[src/rtl/reg_file_arbiter.sv]
// reg_file_arbiter: round-robin sharing of one file register and its data bus between requesters A and B
// Ports:
//   clk, rst (sync, active-low)
//   a_req/a_we/a_addr/a_wdata -> a_ack/a_rdata : requester A (B identical)
//   rf_we, rf_addr, rf_bus_oe, rf_wdata, rf_rdata : file register side
//   busy : high whenever a transaction is in flight
module reg_file_arbiter #(
  parameter int DATA_WIDTH = 32,
  parameter int ADDR_WIDTH = 5,
  parameter int WR_CYCLES = 1
) (
  input  logic                  clk,
  input  logic                  rst,
  input  logic                  a_req,
  input  logic                  a_we,
  input  logic [ADDR_WIDTH-1:0] a_addr,
  input  logic [DATA_WIDTH-1:0] a_wdata,
  output logic                  a_ack,
  output logic [DATA_WIDTH-1:0] a_rdata,
  input  logic                  b_req,
  input  logic                  b_we,
  input  logic [ADDR_WIDTH-1:0] b_addr,
  input  logic [DATA_WIDTH-1:0] b_wdata,
  output logic                  b_ack,
  output logic [DATA_WIDTH-1:0] b_rdata,
  output logic                  rf_we,
  output logic [ADDR_WIDTH-1:0] rf_addr,
  output logic                  rf_bus_oe,
  output logic [DATA_WIDTH-1:0] rf_wdata,
  input  logic [DATA_WIDTH-1:0] rf_rdata,
  output logic                  busy
);
  localparam int CW = WR_CYCLES > 1 ? $clog2(WR_CYCLES) : 1;
  typedef enum logic [1:0] {IDLE, ISSUE, CAPTURE, DONE} state_t;
  state_t state;
  logic ptr, owner, we;
  logic [CW-1:0] cnt;
  logic gnt_b, g_we;
  logic [ADDR_WIDTH-1:0] g_addr;
  logic [DATA_WIDTH-1:0] g_wdata;
  // B wins when it is the only requester or when both request and ptr points at B
  always_comb begin
    gnt_b = b_req & (~a_req | ptr);
    g_we = gnt_b ? b_we : a_we;
    g_addr = gnt_b ? b_addr : a_addr;
    g_wdata = gnt_b ? b_wdata : a_wdata;
  end
  always_ff @(posedge clk) begin
    if (!rst) begin
      state <= IDLE;
      ptr <= 1'b0;
      owner <= 1'b0;
      we <= 1'b0;
      cnt <= '0;
      a_ack <= 1'b0;
      b_ack <= 1'b0;
      rf_we <= 1'b0;
      rf_bus_oe <= 1'b0;
      busy <= 1'b0;
      rf_addr <= '0;
      rf_wdata <= '0;
      a_rdata <= '0;
      b_rdata <= '0;
    end else begin
      a_ack <= 1'b0;
      b_ack <= 1'b0;
      case (state)
        IDLE: if (a_req | b_req) begin
          owner <= gnt_b;
          we <= g_we;
          rf_addr <= g_addr;
          rf_wdata <= g_wdata;
          rf_we <= g_we;
          rf_bus_oe <= g_we;
          cnt <= CW'(WR_CYCLES - 1);
          busy <= 1'b1;
          state <= ISSUE;
        end
        ISSUE: if (!we) begin
          state <= CAPTURE;
        end else if (cnt == '0) begin
          rf_we <= 1'b0;
          rf_bus_oe <= 1'b0;
          a_ack <= ~owner;
          b_ack <= owner;
          state <= DONE;
        end else begin
          cnt <= cnt - 1'b1;
        end
        CAPTURE: begin
          if (owner) b_rdata <= rf_rdata;
          else a_rdata <= rf_rdata;
          a_ack <= ~owner;
          b_ack <= owner;
          state <= DONE;
        end
        DONE: begin
          ptr <= ~owner;
          busy <= 1'b0;
          state <= IDLE;
        end
        default: state <= IDLE;
      endcase
    end
  end
endmodule
[config.mk]
export PLATFORM = sky130hd
export DESIGN_NAME = reg_file_arbiter
export DESIGN_NICKNAME = d
export VERILOG_FILES = /design/src/rtl/reg_file_arbiter.sv
export SDC_FILE = /design/constraint.sdc
export NUM_CORES = 1
export LEC_CHECK = 0
export ABC_AREA = 1
export BUFFER_PORTS_ARGS = -buffer_cell sky130_fd_sc_hd__buf_2
export CORE_UTILIZATION = 48
export CTS_BUF_LIST = sky130_fd_sc_hd__clkbuf_8
export DETAILED_ROUTE_END_ITERATION = 8
export PLACE_DENSITY = 0.78
export SLEW_MARGIN = 20
export SYNTH_ARGS = -nofsm -noshare
export SYNTH_HDL_FRONTEND = slang
export SYNTH_SLANG_ARGS = --single-unit
[constraint.sdc]
create_clock -name clk -period 2 [get_ports clk]
set_input_delay 0 -clock clk [delete_from_list [all_inputs] [get_ports clk]]
set_output_delay 0 -clock clk [all_outputs]
set_load 0.1 [all_outputs]
==> flow_metrics.env, run 1 <==
export IMPL_status="complete, no violations"
export IMPL_avgSynthCellArea_um2=6.94
export IMPL_area_growth_pct=51.3
export IMPL_startpoint_type="flip-flop"
export IMPL_core_um2=9240
export IMPL_worstPathArrival_ns=2.18
export IMPL_synth_area_um2=4570
export IMPL_fmax_ghz=0.531
export IMPL_p_per_area_nw_per_um2=1590
export IMPL_finalCritPeriodShare=0.941
export IMPL_cts_tree="built"
export IMPL_drc_errors=0
export IMPL_fp_dieW_um=99.6
export IMPL_max_slew_worst_pin_slew_ns=1.04
export IMPL_cp_max_fo=32
export IMPL_synth_seq_area_share=0.482
export IMPL_grt_pass1_wl_um=24800
export IMPL_place_port_buffers=217
export IMPL_num_antenna_cells=0
export IMPL_setup_violations=0
export IMPL_globalRouteOverflowTotal=0
export IMPL_critical_path_required_ns=2.30
export IMPL_synth_cell_types=20
export IMPL_wl_per_cell_um=14.3
export IMPL_track_usage=0.313
export IMPL_multiInputGateArea_um2=1930
export IMPL_cp_end_kind="flip-flop"
export IMPL_numCtsBuffers=9
export IMPL_dr_pass1_iters=5
export IMPL_worst_slack_ns=0.117
export IMPL_min_path_type="in2reg"
export IMPL_dp_hpwl_um=8460
export IMPL_ctsResizeCount=0
export IMPL_drive_above_1_share=0.254
export IMPL_synth_cells=658
export IMPL_rows=35
export IMPL_rsz0062_at_grt="yes"
export IMPL_min_period_ns=1.88
export IMPL_slew_headroom=0.307
export IMPL_drtIter0Drc=264
export IMPL_ir_drop_mv=1.19
export IMPL_drv_slew=0
export IMPL_syn_nets=776
export IMPL_clockRootBuffer="clkbuf_8"
export IMPL_start_util=0.494
export IMPL_cap_viol_max_count=0
export IMPL_clock_sinks=110
export IMPL_clockBufferDepth=2
export IMPL_dp_slack_ns=0.158
export IMPL_finalHoldViolations=0
export IMPL_grt_pass1_vias=5200
export IMPL_yosys_warnings=0
export IMPL_clkTransAtPathRegs_ns=0.11
export IMPL_tns_ns=0
export IMPL_io_pins=218
export IMPL_fin_skew_ns=0.0164
export IMPL_worstSetupPathType="reg2reg"
export IMPL_htree_levels=3
export IMPL_vias_per_cell=5.00
export IMPL_postCtsSetupBuffers=0
export IMPL_place_congestion=0.801
export IMPL_antenna_found_initial=0
export IMPL_ant_nets=0
export IMPL_vias=5474
export IMPL_final_nets=1079
export IMPL_power_total_mw=11.0
export IMPL_drt_wl_total_um=15700
export IMPL_seqCellArea_um2=2200
export IMPL_final_core_util=0.748
export IMPL_grt_max_degree=79
export IMPL_dieArea_um2=9910
export IMPL_fillCellCount=643
export IMPL_clock_latency_ns=0.37
export IMPL_p_leak_nw=3.63
export IMPL_die_h_um=99.6
export IMPL_ys_ff_latch=110
==> final cells by class <==
class                   instances  area share
repair buffers                332       0.323
flip-flops and latches        110       0.319
multi-input cells             457       0.280
inverters                      51      0.0279
well taps                     129      0.0234
clock buffers                   9      0.0179
clock inverters                 7     0.00905
==> power by group <==
group / switching [mW] / total [mW] / leakage (nW) / internal (mW)
sequential: 0.320 / 3.07 / 0.901 / 2.75
clock: 0.802 / 1.29 / 0.0984 / 0.486
combinational: 5.41 / 6.61 / 2.63 / 1.20
==> layout by cell type (no fill, tap or decap), drive strengths merged <==
master	count
dfxtp	110
o21ai	68
nor2	205
buf	223
dlygate4sd3	109
clkinv	3
a211oi	2
nand3	40
inv	55
clkbuf	9
a21oi	7
nand2	128
ha	6
nand4	1
==> cells in the mapped netlist (all sizes together) <==
cell	number	area share
nor2	205	0.17
nand2	128	0.11
dfxtp	110	0.48
o21ai	68	0.074
inv	50	0.041
nand3	40	0.044
buf	24	0.039
clkbuf	16	0.013
a21oi	7	0.0077
ha	6	0.016
a211oi	2	0.0033
clkinv	1	0.00082
nand4	1	0.0014
==> worst max-delay path, stage by stage, from the launching register on <==
cell and delay, ns:
dfxtp_1 0.38, inv_1 0.13, ha_1 0.19, nand2_1 0.08, inv_1 0.75, nor2_1 0.13, nor2_1 0.16
==> cell families after synthesis <==
logic type / Yosys count / share of synthesized area
simple gates: 374 / 0.322
flops: 110 / 0.482
buf+inv: 91 / 0.0945
compound gates: 77 / 0.0855
fa+ha+maj: 6 / 0.0164
==> through the flow <==
| stage | hold WS, ns | std cells | cell area [um^2] |
|---|---|---|---|
| 2_1_floorplan | 0.149 | 658 | 4570 |
| 3_3_place_gp | 0.256 | 970 | 5630 |
| 3_5_place_dp | 0.255 | 970 | 5630 |
| 4_1_cts | 0.0236 | 1095 | 6910 |
| 5_1_grt | 0.0455 | 1095 | 6910 |
| 6_report | 0.0459 | 1095 | 6910 |
==> flip-flops by register name (all words and copies together), names as in the netlist <==
signal / cells
a_ack: 1
a_rdata: 32
b_ack: 1
b_rdata: 32
busy: 1
owner: 1
ptr: 1
rf_addr: 5
rf_bus_oe: 1
rf_wdata: 32
state: 2
we: 1
==> repair_timing <==
action / in CTS / in global routing
endpoints found under the setup margin: 0 / 10
endpoints found under the hold margin: 104 / 0
hold buffers: 109 / 0
==> metal layers <==
metal | global-route usage | part of all wire | vias up
met5 | 0 | 0 | -
met4 | 0.174 | 0.049 | 0
met3 | 0.0801 | 0.10 | 66
met2 | 0.522 | 0.46 | 342
met1 | 0.367 | 0.39 | 2446
li1 | - | - | 2620
==> worst paths after layout <==
check / from / end / slack, ns / cells after the start
worst max-delay path: state[0] / a_rdata[31] / 0.12 / 6
worst max register to register: state[0] / a_rdata[31] / 0.12 / 6
worst min-delay path: b_req / rf_bus_oe / 0.05 / 4
worst min register to register: b_rdata[22] / b_rdata[22] / 0.49 / 2
Power figures use the tool's default switching activity.
==> inputs of run 2 (changes only) <==
--- a/config.mk
+++ b/config.mk
@@ -7,10 +7,9 @@
 export LEC_CHECK = 0
 export ABC_AREA = 1
 export BUFFER_PORTS_ARGS = -buffer_cell sky130_fd_sc_hd__buf_2
-export CORE_UTILIZATION = 48
-export CTS_BUF_LIST = sky130_fd_sc_hd__clkbuf_8
+export CORE_UTILIZATION = 46
 export DETAILED_ROUTE_END_ITERATION = 8
-export PLACE_DENSITY = 0.78
+export PLACE_DENSITY = 0.76
 export SLEW_MARGIN = 20
 export SYNTH_ARGS = -nofsm -noshare
 export SYNTH_HDL_FRONTEND = slang
==> flow_metrics.env, run 2 (synthesis gave the netlist of run 1 again) <==
export IMPL_status="complete, no violations"
export IMPL_dp_hpwl_um=8280
export IMPL_place_congestion=0.771
export IMPL_startpoint_type="flip-flop"
export IMPL_reg2reg_from="state[1]"
export IMPL_max_slew_worst_pin_slew_ns=0.541
export IMPL_io_pins=218
export IMPL_clock_sinks=110
export IMPL_start_util=0.472
export IMPL_final_common_cell="buf_2"
export IMPL_antenna_found_initial=0
export IMPL_dieArea_um2=10300
export IMPL_crit_start="state[1]"
export IMPL_setup_violations=0
export IMPL_grt_max_degree=79
export IMPL_critical_path_required_ns=2.30
export IMPL_reg_largest_list="a_rdata: 32 flops, b_rdata: 32 flops, rf_wdata: 32 flops"
export IMPL_cap_viol_max_count=0
export IMPL_drv_slew=0
export IMPL_drive_above_1_share=0.256
export IMPL_min_period_ns=1.73
export IMPL_clock_latency_ns=0.37
export IMPL_vias=5368
export IMPL_min_path_type="in2reg"
export IMPL_htree_levels=3
export IMPL_grt_pass1_wl_um=23300
export IMPL_ant_nets=0
export IMPL_final_cell_mix="buf_2 (217), nor2_1 (203), nand2_1 (127)"
export IMPL_postCtsSetupBuffers=0
export IMPL_worstPathArrival_ns=2.03
export IMPL_rows=36
export IMPL_finalCritPeriodShare=0.864
export IMPL_wl_per_cell_um=13.8
export IMPL_die_h_um=102
export IMPL_cp_end_kind="flip-flop"
export IMPL_clkTransAtPathRegs_ns=0.12
export IMPL_p_per_area_nw_per_um2=1590
export IMPL_tns_ns=0
export IMPL_drc_errors=0
export IMPL_worstSetupPathType="reg2reg"
export IMPL_ir_drop_mv=0.995
export IMPL_fillCellCount=713
export IMPL_area_growth_pct=52.9
export IMPL_num_antenna_cells=0
export IMPL_clockBufferDepth=2
export IMPL_power_total_mw=11.1
export IMPL_vias_per_cell=4.87
export IMPL_track_usage=0.287
export IMPL_worstHoldStart="b_req"
export IMPL_core_um2=9680
export IMPL_fmax_ghz=0.578
export IMPL_cts_tree="built"
export IMPL_fp_dieW_um=102
export IMPL_slew_headroom=0.642
export IMPL_cp_max_fo=78
export IMPL_final_nets=1083
export IMPL_drtIter0Drc=281
export IMPL_finalHoldViolations=0
export IMPL_place_port_buffers=217
export IMPL_dr_pass1_iters=5
export IMPL_clockRootBuffer="clkbuf_8"
export IMPL_grt_pass1_vias=5019
export IMPL_globalRouteOverflowTotal=0
export IMPL_rsz0062_at_grt="no"
export IMPL_p_leak_nw=3.66
export IMPL_fin_skew_ns=0.0175
export IMPL_drt_wl_total_um=15200
export IMPL_numCtsBuffers=9
[run 2: cell types whose count changed in the layout (fill, tap and decap cells not counted), sizes merged]
cell and change:
buf +4, inv -3, bufinv +1, clkbuf +1
clkinv +1
[run 2: worst paths after layout]
path / end / slack (ns) / cells after the start
worst max-delay path: rf_addr[4] / 0.27 / 9
worst min-delay path: rf_bus_oe / 0.03 / 4
worst max register to register: rf_addr[4] / 0.27 / 9
worst min register to register: b_rdata[17] / 0.49 / 2
[run 2: power breakdown]
part | switching, mW | internal, mW | leakage, nW | total (mW)
Clock | 0.816 | 0.647 | 0.113 | 1.46
Combinational | 5.37 | 1.21 | 2.65 | 6.58
Sequential | 0.307 | 2.75 | 0.901 | 3.05
[run 2: critical path, cell delays in order, from the launching register on]
cell and delay (ns):
dfxtp_1 0.36, inv_1 0.15, ha_1 0.26, inv_2 0.07, nor2_4 0.13, buf_12 0.29
nor2_1 0.10, nor2_1 0.10, nand2_1 0.09, inv_1 0.09
[run 2: stage by stage]
stage                     utilization  cell area [um^2]  worst slack (ns)  cells  hold slack, ns
after floorplan                     -              4570             0.606    658           0.149
after global placement          0.585              5670             0.444    978           0.257
final                           0.721              6990             0.271   1103          0.0345
after detailed placement        0.585              5670             0.405    978           0.269
after global routing            0.721              6990             0.141   1103          0.0167
after CTS                       0.721              6990             0.377   1103          0.0152
[run 2: layout make-up]
class	count	area (um^2)	area share
Tap cell	133	166	0.0238
Multi-Input combinational cell	457	1930	0.277
Sequential cell	110	2200	0.315
Clock buffer	10	138	0.0197
Inverter	51	191	0.0274
Clock inverter	6	88.8	0.0127
Timing Repair Buffer	336	2260	0.324
[run 2: per-layer routing]
metal	up-vias	global-route usage	part of all wire
met2	331	0.482	0.46
met1	2352	0.340	0.41
li1	2633	-	-
met4	0	0.140	0.033
met5	-	0	0
met3	52	0.0759	0.10
[run 2: timing repair]
item,CTS,global route
hold buffers,109,0
gates resized for setup,0,0
hold endpoints to repair,103,0
